==> config.mk <==
export PLATFORM = sky130hd
export DESIGN_NAME = pack_fifo
export DESIGN_NICKNAME = d
export VERILOG_FILES = /design/src/rtl/pack_fifo_pkg.sv /design/src/rtl/pack_fifo_chunk_assembler.sv /design/src/rtl/pack_fifo.sv
export SDC_FILE = /design/constraint.sdc
export NUM_CORES = 1
export LEC_CHECK = 0
export BUFFER_PORTS_ARGS = -buffer_cell sky130_fd_sc_hd__clkbuf_2
export CORE_ASPECT_RATIO = 1.4
export CORE_UTILIZATION = 45
export CTS_BUF_LIST = sky130_fd_sc_hd__clkbuf_2 sky130_fd_sc_hd__clkbuf_4 sky130_fd_sc_hd__clkbuf_8
export DETAILED_ROUTE_END_ITERATION = 12
export GPL_ROUTABILITY_DRIVEN = 0
export SLEW_MARGIN = 20
export SYNTH_ARGS = -nofsm -noshare
export SYNTH_HDL_FRONTEND = slang
export SYNTH_SLANG_ARGS = --single-unit
==> constraint.sdc <==
create_clock -name clk -period 3.05 [get_ports clk]
set_clock_uncertainty 0.15 [all_clocks]
set_input_delay 0.7625 -clock clk [delete_from_list [all_inputs] [get_ports clk]]
set_output_delay 0.7625 -clock clk [all_outputs]
set_load 0.005 [all_outputs]
==> src/rtl/pack_fifo_pkg.sv <==
// Shared constants for the chunk-packing FIFO.
// Parameter defaults, derived widths and a safe clog2 helper.
package pack_fifo_pkg;

   localparam int DEF_DATA_IN_WIDTH  = 4;
   localparam int DEF_DATA_OUT_WIDTH = 16;
   localparam int DEF_DEPTH          = 4;

   // Guards against zero-width vectors when n <= 1.
   function automatic int clog2w(input int n);
      return (n < 2) ? 1 : $clog2(n);
   endfunction

   localparam int RATIO       = DEF_DATA_OUT_WIDTH / DEF_DATA_IN_WIDTH;
   localparam int ADDR_WIDTH  = clog2w(DEF_DEPTH);
   localparam int CNT_WIDTH   = clog2w(RATIO);
   localparam int LEVEL_WIDTH = clog2w(DEF_DEPTH + 1);

endpackage

==> src/rtl/pack_fifo_chunk_assembler.sv <==
// Collects narrow chunks into one wide word, chunk 0 least significant.
// Ports: clk, rst, i_valid/i_din (accepted chunk), o_word, o_word_valid.
module chunk_assembler
   import pack_fifo_pkg::*;
#(
   parameter int IN_W  = DEF_DATA_IN_WIDTH,
   parameter int OUT_W = DEF_DATA_OUT_WIDTH
) (
   input  logic             clk,
   input  logic             rst,
   input  logic             i_valid,
   input  logic [IN_W-1:0]  i_din,
   output logic [OUT_W-1:0] o_word,
   output logic             o_word_valid
);

   localparam int R  = OUT_W / IN_W;
   localparam int CW = clog2w(R);

   logic [CW-1:0]         r_cnt;
   logic [OUT_W-IN_W-1:0] r_asm;
   logic                  w_last;

   assign w_last = (r_cnt == CW'(R - 1));

   always_ff @(posedge clk) begin
      if (rst) begin
         r_cnt <= '0;
         r_asm <= '0;
      end else if (i_valid) begin
         if (w_last) r_cnt <= '0;
         else        r_cnt <= r_cnt + CW'(1);
         for (int k = 0; k < R - 1; k++) begin
            if (r_cnt == CW'(k)) r_asm[k*IN_W +: IN_W] <= i_din;
         end
      end
   end

   // The last chunk bypasses the register and commits straight away.
   assign o_word       = {i_din, r_asm};
   assign o_word_valid = i_valid & w_last;

endmodule

==> src/rtl/pack_fifo.sv <==
// FIFO that packs narrow chunks into wide words before storing them.
// Ports: clk, rst, din, wr_en, rd_en, dout (registered), full, empty, level.
module pack_fifo
   import pack_fifo_pkg::*;
#(
   parameter int DATA_IN_WIDTH  = DEF_DATA_IN_WIDTH,
   parameter int DATA_OUT_WIDTH = DEF_DATA_OUT_WIDTH,
   parameter int DEPTH          = DEF_DEPTH
) (
   input  logic                              clk,
   input  logic                              rst,
   input  logic [DATA_IN_WIDTH-1:0]          din,
   input  logic                              wr_en,
   input  logic                              rd_en,
   output logic [DATA_OUT_WIDTH-1:0]         dout,
   output logic                              full,
   output logic                              empty,
   output logic [clog2w(DEPTH+1)-1:0]        level
);

   localparam int AW = clog2w(DEPTH);
   localparam int LW = clog2w(DEPTH + 1);

   logic [DATA_OUT_WIDTH-1:0] r_mem [DEPTH];
   logic [AW-1:0]             r_wr_ptr;
   logic [AW-1:0]             r_rd_ptr;
   logic [LW-1:0]             r_level;
   logic                      r_full;
   logic                      r_empty;
   logic [DATA_OUT_WIDTH-1:0] r_dout;

   logic                      w_wr_acc;
   logic                      w_rd_acc;
   logic                      w_commit;
   logic [DATA_OUT_WIDTH-1:0] w_word;
   logic [LW-1:0]             w_lvl_nxt;

   // Full blocks every chunk, even when a read frees a slot this cycle.
   assign w_wr_acc = wr_en & ~r_full;
   assign w_rd_acc = rd_en & ~r_empty;

   chunk_assembler #(
      .IN_W  (DATA_IN_WIDTH),
      .OUT_W (DATA_OUT_WIDTH)
   ) u_asm (
      .clk          (clk),
      .rst          (rst),
      .i_valid      (w_wr_acc),
      .i_din        (din),
      .o_word       (w_word),
      .o_word_valid (w_commit)
   );

   always_comb begin
      w_lvl_nxt = r_level;
      if (w_commit && !w_rd_acc)      w_lvl_nxt = r_level + LW'(1);
      else if (!w_commit && w_rd_acc) w_lvl_nxt = r_level - LW'(1);
   end

   // Storage carries no reset.
   always_ff @(posedge clk) begin
      if (!rst && w_commit) r_mem[r_wr_ptr] <= w_word;
   end

   always_ff @(posedge clk) begin
      if (rst) begin
         r_wr_ptr <= '0;
         r_rd_ptr <= '0;
         r_level  <= '0;
         r_full   <= 1'b0;
         r_empty  <= 1'b1;
         r_dout   <= '0;
      end else begin
         if (w_commit) begin
            if (r_wr_ptr == AW'(DEPTH - 1)) r_wr_ptr <= '0;
            else                            r_wr_ptr <= r_wr_ptr + AW'(1);
         end
         if (w_rd_acc) begin
            r_dout <= r_mem[r_rd_ptr];
            if (r_rd_ptr == AW'(DEPTH - 1)) r_rd_ptr <= '0;
            else                            r_rd_ptr <= r_rd_ptr + AW'(1);
         end
         r_level <= w_lvl_nxt;
         r_full  <= (w_lvl_nxt == LW'(DEPTH));
         r_empty <= (w_lvl_nxt == '0);
      end
   end

   assign dout  = r_dout;
   assign full  = r_full;
   assign empty = r_empty;
   assign level = r_level;

endmodule
==> flow_metrics.tcl <==
set metrics [dict create \
    cts.root.buffer_cell "clkbuf_8" \
    max_slew_margin_pct 43.1 \
    crit_path_max_fanout 15 \
    synth_fp_nets 309 \
    cts_buffer_depth 2 \
    cts_resized 0 \
    yosys.area.top_type "edfxtp_1" \
    setup_violations 0 \
    hold_ws_ns 0.309 \
    drt_pass1_iterations 4 \
    crit_family "simple AND/OR/NAND/NOR gates" \
    vias_per_cell 5.24 \
    n_antenna_cell 0 \
    max-cap-violations 0 \
    rows 40 \
    antenna_found_initial 0 \
    required_ns 3.15 \
    cp_cell_sequence "ha_1, nand3b_4, and3_4, or4b_4, and3_1" \
    ys_warn_count 0 \
    cts_buffers 9 \
    cts_sinks 103 \
    critPathKind "flip-flop to flip-flop" \
    ant_nets 0 \
    route.vias.total 2264 \
    dp_hpwl_microns 4790 \
    synthCells 290 \
    start_util_pct 46.4 \
    ir_worst_vdd_mv 0.344 \
    slowest_delay_ns 0.51 \
    crit_path_end_kind "flip-flop" \
    synth.top_cell.area_share_pct 48.3 \
    final_core_util_pct 51.8 \
    fp.dieArea_sq_um 9220 \
    post_cts_buffers 0 \
    place_inst 416 \
    ctsHoldBuffers 0 \
    fillers 754 \
    num_io_pins 29 \
    tightest_slew_ns 0.852 \
    syn2layout_area_growth_pct 11.5 \
    ys_types 27 \
    fin_crit_sh_pct 67.6 \
    path_depth 5 \
    min-delay-path-class "flip-flop to flip-flop" \
    cts.reportedPaths.clkPinSlew_ns 0.08 \
    cts_tree "yes" \
    syn-cell-area_sq_um 3980 \
    ys_seq_area_share_pct 68.0 \
    fin_nets 341 \
    rr_worst_depth 5 \
    p_per_area_nw_per_um2 633 \
    layout_min_cycle_time_ns 2.06 \
    yosys-top-cells-area "edfxtp_1 (48%), dfxtp_1 (20%), mux4_2 (9.1%)" \
    clkLatencyLatePin_ns 0.35 \
    wirelength_microns 7090 \
    drc 0 \
    avgSynthCellArea_sq_um 13.7 \
    holdPathStages 2 \
    grt_pass1_vias 2252 \
    die_width_microns 81.4 \
    grt.overflow.total 0 \
    startpoint_type "flip-flop" \
    io_buffers 28 \
    p_leak_nw 1.52 \
    fin_setup_tns_ns 0 \
    grt_pass1_wl_microns 11600 \
    grt_max_degree 27 \
    ys_ff_latch 103 \
    wl_per_cell_microns 16.4 \
    grtUsageTotal_pct 17.5 \
    drive_gt1_share_pct 22.6 \
    clock.fmax_mhz 485 \
    cp_num_buf_inv 0 \
    grt_setup_unrepaired "no" \
    run_status "finished, final reports clean" \
    totalPowerFinal_mw 2.80 \
    final_hold_viol_count 0 \
    critPathArrivalTime_ns 2.16 \
    layout.cells.non_filler 432 \
    drv_slew 0 \
    first_iter_violations 174 \
    htree_levels 3 \
    die_h_microns 113 \
    crit_slowest_cell "or4b_4" \
    core_sq_um 8560 \
]
## cells by family after synthesis
family | count (synthesis) | share of synthesized area, %
AOI/OAI and AO/OA | 42 | 5.60
xor gates and xnor gates | 1 | 0.220
adders and majority gates | 11 | 3.46
buffers and inverters | 22 | 2.39
DFF | 103 | 68.0
muxes | 16 | 9.07
and+or+nand+nor | 95 | 11.3
## tightest hold or removal path: cells and delay by family, from the launching register on
kind            cells  cell delay [ns]
compound gates      1             0.05
flops               1             0.32
simple gates        1             0.05
## layer usage
| layer | GRT usage, % | vias to the layer above | share of wire (%) |
|---|---|---|---|
| met3 | 4.11 | 9 | 3.6 |
| met2 | 29.4 | 43 | 54 |
| met4 | 8.21 | 0 | 1.6 |
| met1 | 20.6 | 1094 | 41 |
| met5 | 0 | - | 0 |
| li1 | - | 1118 | - |
## cell usage in the layout (no fill, tap or decap), drive strengths merged
| cell | Yosys | layout |
|---|---|---|
| a2111o | 1 | 1 |
| a211oi | 1 | 1 |
| a21oi | 37 | 37 |
| a221oi | 1 | 1 |
| and3 | 2 | 2 |
| and4 | 1 | 1 |
| buf | 6 | 9 |
| clkbuf | 10 | 42 |
| clkinv | 0 | 2 |
| dfxtp | 39 | 39 |
| edfxtp | 64 | 64 |
| ha | 11 | 11 |
| inv | 6 | 6 |
| mux4 | 16 | 16 |
| nand2 | 52 | 52 |
| nand2b | 1 | 1 |
| nand3 | 13 | 13 |
| nand3b | 1 | 1 |
| nor2 | 12 | 12 |
| nor2b | 2 | 2 |
| nor3 | 4 | 4 |
| nor3b | 5 | 5 |
| nor4 | 1 | 1 |
| o21ai | 2 | 2 |
| or4b | 1 | 1 |
| xnor2 | 1 | 1 |
## state kept, by name (all words and copies together) (netlist names)
signal,flops
dout,16
empty,1
full,1
level,3
r_mem,64
r_rd_ptr,2
r_wr_ptr,2
u_asm.r_asm,12
u_asm.r_cnt,2
## power breakdown
part	internal, mW	switching (mW)	total, mW
Combinational	0.201	0.230	0.430
Sequential	1.55	0.0692	1.62
Clock	0.339	0.414	0.753
## path summary, 6_finish.rpt
path / startpoint / endpoint / slack [ns]
max: u_asm.r_cnt[0]$_SDFFE_PP0N_ / empty$_SDFF_PP1_ / 0.99
min: dout[11]$_SDFFE_PP0P_ / dout[11]$_SDFFE_PP0P_ / 0.31
max reg2reg: u_asm.r_cnt[0]$_SDFFE_PP0N_ / empty$_SDFF_PP1_ / 0.99
min reg2reg: dout[11]$_SDFFE_PP0P_ / dout[11]$_SDFFE_PP0P_ / 0.31
## synthesized netlist by cell type
master / instances
and3_4: 1
inv_1: 6
a221oi_1: 1
o21ai_0: 2
clkbuf_1: 10
and4_1: 1
nor3b_1: 5
or4b_4: 1
buf_2: 4
ha_1: 11
edfxtp_1: 64
nor2b_1: 2
nand3b_4: 1
mux4_2: 16
a2111o_1: 1
nor2_1: 12
xnor2_1: 1
nand2_1: 52
nand2b_1: 1
a211oi_1: 1
and3_1: 1
buf_4: 2
a21oi_1: 37
dfxtp_1: 39
nor4_1: 1
nand3_1: 13
nor3_1: 4
## per-stage QoR
stage	setup WS, ns	instance area (sq um)
6_report	0.989	4430
5_1_grt	0.910	4430
4_1_cts	0.976	4430
3_5_place_dp	0.717	4260
3_3_place_gp	0.776	4260
2_1_floorplan	0.0997	3980
## layout make-up
class / instances / area (sq um) / share of cell area (%)
flip-flops and latches: 103 / 2700 / 61.0
clock inverters: 2 / 7.51 / 0.169
inverters: 6 / 22.5 / 0.508
multi-input cells: 165 / 1200 / 27.0
clock buffers: 14 / 161 / 3.64
well taps: 105 / 131 / 2.97
repair buffers: 37 / 208 / 4.69
No activity file was read; power rests on OpenSTA's default activity.
